File: src/rtl/tone_gen.sv
// tone_gen: button-to-DAC tone front end on a single clock.
//   Synchronizes and debounces the four note buttons, picks the sounding
//   note by priority (C > D > E > G), emits one-cycle sample strobes at that
//   note's rate, steps the 5-bit sine ROM address and registers the ROM
//   output onto the DAC bus.
// Ports:
//   clk, rst_n        50 MHz clock, asynchronous active-low reset
//   do/re/mi/sol_nota raw asynchronous note buttons (C, D, E, G)
//   octave_up         raw octave button (only with OCTAVE_UP_EN)
//   rom_data          combinational sine ROM output for sample_addr
//   sample_addr       sine ROM address
//   sample_stb        one-cycle pulse in the cycle sample_addr advances
//   note_active       high while a note plays or finishes its release
//   note_id           sounding note: 0=C, 1=D, 2=E, 3=G
//   tono              registered sample to the DAC (SILENCE when quiet)
// Optional feature macro: OCTAVE_UP_EN (octave_up button doubles the rate).
module tone_gen #(
  parameter int unsigned DEBOUNCE_CYCLES = 500000,
  parameter int unsigned DIV_DO          = 2986,
  parameter int unsigned DIV_RE          = 2660,
  parameter int unsigned DIV_MI          = 2369,
  parameter int unsigned DIV_SOL         = 1993,
  parameter logic [3:0]  SILENCE         = 4'h8
) (
  input  logic       clk,
  input  logic       rst_n,
  input  logic       do_nota,
  input  logic       re_nota,
  input  logic       mi_nota,
  input  logic       sol_nota,
`ifdef OCTAVE_UP_EN
  input  logic       octave_up,
`endif
  input  logic [3:0] rom_data,
  output logic [4:0] sample_addr,
  output logic       sample_stb,
  output logic       note_active,
  output logic [1:0] note_id,
  output logic [3:0] tono
);

  localparam int unsigned DBW  = (DEBOUNCE_CYCLES > 1) ? $clog2(DEBOUNCE_CYCLES) : 1;
  localparam int unsigned DIVW = 16;
  localparam logic [DBW-1:0] DB_LAST = DBW'(DEBOUNCE_CYCLES - 1);
`ifdef OCTAVE_UP_EN
  localparam int unsigned NB = 5;
`else
  localparam int unsigned NB = 4;
`endif

  typedef enum logic [1:0] {IDLE, PLAY, RELEASE} state_e;

  logic [NB-1:0]   raw_c, sync1_q, sync2_q, deb_q, deb_d;
  logic [DBW-1:0]  cnt_q [NB];
  logic [DBW-1:0]  cnt_d [NB];
  state_e          state_q, state_d;
  logic [DIVW-1:0] div_q, div_d, div_sel_c, limit_c;
  logic [4:0]      addr_q, addr_d;
  logic [1:0]      note_q, note_d, sel_c;
  logic            stb_q, stb_d, active_q, active_d;
  logic [3:0]      tono_q, tono_d;
  logic            req_c, note_chg_c, oct_chg_c, step_c;

`ifdef OCTAVE_UP_EN
  logic oct_q, oct_d;
  assign raw_c     = {octave_up, sol_nota, mi_nota, re_nota, do_nota};
  assign oct_chg_c = (deb_q[4] != oct_q);
`else
  assign raw_c     = {sol_nota, mi_nota, re_nota, do_nota};
  assign oct_chg_c = 1'b0;
`endif

  // Debounce: accept a new level only after DEBOUNCE_CYCLES consecutive differing samples.
  always_comb begin
    deb_d = deb_q;
    for (int i = 0; i < NB; i++) begin
      cnt_d[i] = '0;
      if (sync2_q[i] != deb_q[i]) begin
        if (cnt_q[i] == DB_LAST) deb_d[i] = sync2_q[i];
        else                     cnt_d[i] = cnt_q[i] + DBW'(1);
      end
    end
  end

  // Priority select among debounced notes.
  always_comb begin
    req_c = |deb_q[3:0];
    if      (deb_q[0]) sel_c = 2'd0;
    else if (deb_q[1]) sel_c = 2'd1;
    else if (deb_q[2]) sel_c = 2'd2;
    else               sel_c = 2'd3;
  end

  // Divider limit follows the note (and octave) currently in effect.
  always_comb begin
    case (note_q)
      2'd0:    div_sel_c = DIVW'(DIV_DO);
      2'd1:    div_sel_c = DIVW'(DIV_RE);
      2'd2:    div_sel_c = DIVW'(DIV_MI);
      default: div_sel_c = DIVW'(DIV_SOL);
    endcase
`ifdef OCTAVE_UP_EN
    limit_c = oct_q ? (div_sel_c - DIVW'(1))
                    : ({div_sel_c[DIVW-2:0], 1'b0} - DIVW'(1));
`else
    limit_c = {div_sel_c[DIVW-2:0], 1'b0} - DIVW'(1);
`endif
  end

  assign note_chg_c = req_c && (sel_c != note_q);

  // Next-state: note changes clear the divider and pre-empt any strobe.
  always_comb begin
    state_d = state_q;
    note_d  = note_q;
    div_d   = div_q;
    addr_d  = addr_q;
    stb_d   = 1'b0;
    step_c  = 1'b0;
`ifdef OCTAVE_UP_EN
    oct_d   = oct_q;
`endif
    case (state_q)
      IDLE: begin
        div_d = '0;
        if (req_c) begin
          state_d = PLAY;
          note_d  = sel_c;
`ifdef OCTAVE_UP_EN
          oct_d   = deb_q[4];
`endif
        end
      end
      PLAY: begin
        if (!req_c) state_d = RELEASE;
        step_c = 1'b1;
      end
      RELEASE: begin
        if (req_c) state_d = PLAY;
        step_c = 1'b1;
      end
      default: state_d = IDLE;
    endcase

    if (step_c) begin
      if (note_chg_c || oct_chg_c) begin
        div_d = '0;
        if (note_chg_c) note_d = sel_c;
`ifdef OCTAVE_UP_EN
        oct_d = deb_q[4];
`endif
      end else if (div_q == limit_c) begin
        div_d  = '0;
        stb_d  = 1'b1;
        addr_d = addr_q + 5'd1;
        // Release ends exactly on the wrap so the next note starts at address 0.
        if (state_q == RELEASE && !req_c && addr_q == 5'd31) state_d = IDLE;
      end else begin
        div_d = div_q + DIVW'(1);
      end
    end

    active_d = (state_d != IDLE);
    tono_d   = active_q ? rom_data : SILENCE;
  end

  always_ff @(posedge clk or negedge rst_n) begin
    if (!rst_n) begin
      sync1_q  <= '0;
      sync2_q  <= '0;
      deb_q    <= '0;
      cnt_q    <= '{default: '0};
      state_q  <= IDLE;
      div_q    <= '0;
      addr_q   <= '0;
      note_q   <= '0;
      stb_q    <= 1'b0;
      active_q <= 1'b0;
      tono_q   <= SILENCE;
`ifdef OCTAVE_UP_EN
      oct_q    <= 1'b0;
`endif
    end else begin
      sync1_q  <= raw_c;
      sync2_q  <= sync1_q;
      deb_q    <= deb_d;
      cnt_q    <= cnt_d;
      state_q  <= state_d;
      div_q    <= div_d;
      addr_q   <= addr_d;
      note_q   <= note_d;
      stb_q    <= stb_d;
      active_q <= active_d;
      tono_q   <= tono_d;
`ifdef OCTAVE_UP_EN
      oct_q    <= oct_d;
`endif
    end
  end

  assign sample_addr = addr_q;
  assign sample_stb  = stb_q;
  assign note_active = active_q;
  assign note_id     = note_q;
  assign tono        = tono_q;

endmodule
File: config.mk
export PLATFORM = sky130hd
export DESIGN_NAME = tone_gen
export DESIGN_NICKNAME = d
export VERILOG_FILES = /design/src/rtl/tone_gen.sv
export SDC_FILE = /design/constraint.sdc
export NUM_CORES = 1
export LEC_CHECK = 0
export ABC_AREA = 1
export CAP_MARGIN = 15
export CORE_MARGIN = 2
export CORE_UTILIZATION = 46
export CTS_CLUSTER_DIAMETER = 200
export DETAILED_ROUTE_END_ITERATION = 8
export HOLD_SLACK_MARGIN = 0.08
export PLACE_DENSITY = 0.66
export SETUP_SLACK_MARGIN = 0.2
export SYNTH_ARGS = -nofsm -noshare
export SYNTH_HDL_FRONTEND = slang
export SYNTH_SLANG_ARGS = --single-unit
export TNS_END_PERCENT = 50
File: constraint.sdc
create_clock -name clk -period 2.75 [get_ports clk]
set_input_delay 0.6875 -clock clk [delete_from_list [all_inputs] [get_ports clk]]
set_output_delay 0.6875 -clock clk [all_outputs]
set_load 0.05 [all_outputs]
==> run metrics <==
syn_nets=924; maximum vdd drop=0.5441 mV; synth warn=0; vias in the first global route=5385; min cycle time layout=2.417 ns; Slew Limit Fails=0; largest net degree at the start of global routing=50; post-synthesis cell type count=43; routability cong.=0.9265; Pwr Total=4.124 mW; Via Count=5632; post-route worst setup slack=0.3325 ns; fraction of layout cells with a size suffix above 1=8.851%; status=complete, no violations; commonest cells after routing, fill and taps aside=203 x nand2_1, 128 x inv_1, 128 x nor2_1; crit share post-route=87.91%; initial antenna violation count=0; crit path DAT=1.73 ns; crit path max fanout=7; Die W=126.2 um; Setup CP Type=flop to primary output; final hold violations=0; antenna cell count=0; Initial Util=47.25%; Flop pwr share=43.4%; Gate power share=2.5%; area occupied by multi-input gates=0.003372 sq mm; WL per Instance=12.52 um; global-route wire length before repair=24890 um; FF+latch count, synth=119; all-layer global routing usage=19.09%; post-route ant nets=0; top-area cell type share of the netlist area=43.00%; worst relative slew slack=62.62%; aggregate global routing overflow=0; core area=0.01453 sq mm; FP Rows=44; Slowest Stage Delay on Critical Path=0.86 ns; Least-Margin Pin Slew=0.5598 ns; P per Cell Area=519.5 mW/mm^2; first-pass detailed-route iteration total=5; commonest non-fill, non-tap cell in the layout=nand2_1; I/O pin count=23; final count of negative-setup-slack endpoints=0; Initial DRC Count=353; wirelength, routed=14190 um; die height=126.2 um; setup TNS=0 ns; WP data required=2.06 ns; CTS tree=yes; Filler Cell Count=1395; clk buf depth=2; Static Leak=3.542 nW; internal power=3.193 mW; Worst-path clk slew=0.06 ns; die area=0.01592 sq mm; CP startpoint kind=flop; Remaining DRCs=0; Hold Path Class=input port to asynchronous set/reset pin; Synth Instances=895; EDFF count, synth=0; clk root buf=clkbuf_16; CP Buf/Inv Count=1; ys async rst share=100.0%; final net count=965; switch share=22.59%; NetSw=0.9314 mW; Avg Cell Area, Syn=7.674 sq um; CTS H-tree depth=4; worst-path cell chain=clkdlybuf4s50_1; post-detail-place hpwl=10430 um; Fin Hold WS=0.1994 ns; Mapped Area=0.006868 sq mm; max-cap viol count=0; largest cells by area after synthesis=dfrtp_1 43%, nand2_1 11%, inv_1 7.0%, nor2_1 7.0%, xor2_1 5.1%; Setup crit end kind=primary output; Vias per Instance=4.971; final core utilization=54.62%; f_max=413.7 MHz; FF+latch area=0.002979 sq mm; Num CTS Buffers=17; RSZ-0062 raised after global routing=no; largest area contributor in the netlist=dfrtp_1; Seq/Total Area, Yosys=43.38%; Port-buffer cells=22; buffers inserted by post-CTS timing repair=0; Slowest-stage cell, CP=clkdlybuf4s50_1; Crit path max-delay family=buffers and inverters; pre-CTS setup slack=0.6757 ns; clock latency on the worst-skew pair=0.42 ns; area grow syn2layout=15.59%; Layout Skew=0.007453 ns; Sink Count=119; clock power share=54.1%; R2R setup slack=0.68 ns; Main synth FF type=dfrtp_1
==> power groups by stage <==
| stage | clock, mW | sequential, mW | combinational (mW) |
|---|---|---|---|
| after floorplan | 0 | 1.82 | 0.0415 |
| after CTS | 2.27 | 1.79 | 0.109 |
| final | 2.23 | 1.79 | 0.104 |
| after detailed placement | 0 | 1.82 | 0.108 |
| after global placement | 0 | 1.82 | 0.108 |
| after global routing | 2.37 | 1.79 | 0.122 |
==> Yosys cell counts, drive strengths merged (2+ instances only) <==
| library cell | instances |
|---|---|
| nand2 | 215 |
| nor2 | 143 |
| inv | 131 |
| dfrtp | 118 |
| nand3 | 57 |
| xor2 | 41 |
| nand4 | 40 |
| nor3 | 40 |
| o21ai | 30 |
| a21oi | 26 |
| ha | 19 |
| nor3b | 12 |
| nor4 | 4 |
| a31oi | 3 |
| buf | 3 |
| a211oi | 2 |
==> kinds of logic after synthesis <==
logic type                 synth area share, %
AOI/OAI and AO/OA                        5.229
DFF                                      43.38
xor gates and xnor gates                 5.466
buffers and inverters                    7.524
and+or+nand+nor                          34.80
adders and majority gates                3.461
muxes                                   0.1458
==> flip-flops by register name, summed over array words and instances, names as in the netlist <==
signal       cells
deb_q            4
state_q          2
note_id          2
div_q           16
note_active      1
cnt_q           76
tono             4
sync1_q          4
sync2_q          4
sample_stb       1
sample_addr      5
==> worst paths after layout <==
kind                       cells after the start       start          to
setup reg to reg                              10  note_id[0]    div_q[3]
setup / recovery                               1  note_id[1]  note_id[1]
hold / removal                                 1       rst_n   cnt_q[53]
max in group asynchronous                      2       rst_n   div_q[15]
min in group clk                               0  sync1_q[0]  sync2_q[0]
hold reg to reg                                0  sync1_q[0]  sync2_q[0]
==> timing repair <==
action | CTS | global route
resized for setup | 0 | 1
setup endpoints to repair | 0 | 1
hold buffers | 0 | 0
==> layout make-up <==
cell class | instances | area share (%)
Inverter | 132 | 6.241
Tap cell | 184 | 2.900
Multi-Input combinational cell | 640 | 42.47
Clock inverter | 13 | 1.844
Timing Repair Buffer | 26 | 3.310
Clock buffer | 19 | 5.705
Sequential cell | 119 | 37.53
==> layer usage <==
| metal | part of all wire [%] | routed length, um | GRT usage, % |
|---|---|---|---|
| met1 | 49 | 6990 | 25.95 |
| met2 | 46 | 6472 | 30.08 |
| met3 | 3.5 | 502 | 4.545 |
| met4 | 1.6 | 224 | 6.593 |
| met5 | 0 | 0 | 0 |
==> through the flow <==
step                      instance area, sq um  instances
after floorplan                           6868        895
after global placement                    7337       1101
after detailed placement                  7337       1101
after CTS                                 7936       1133
after global routing                      7939       1133
final                                     7939       1133
(Power assumes the default switching activity.)
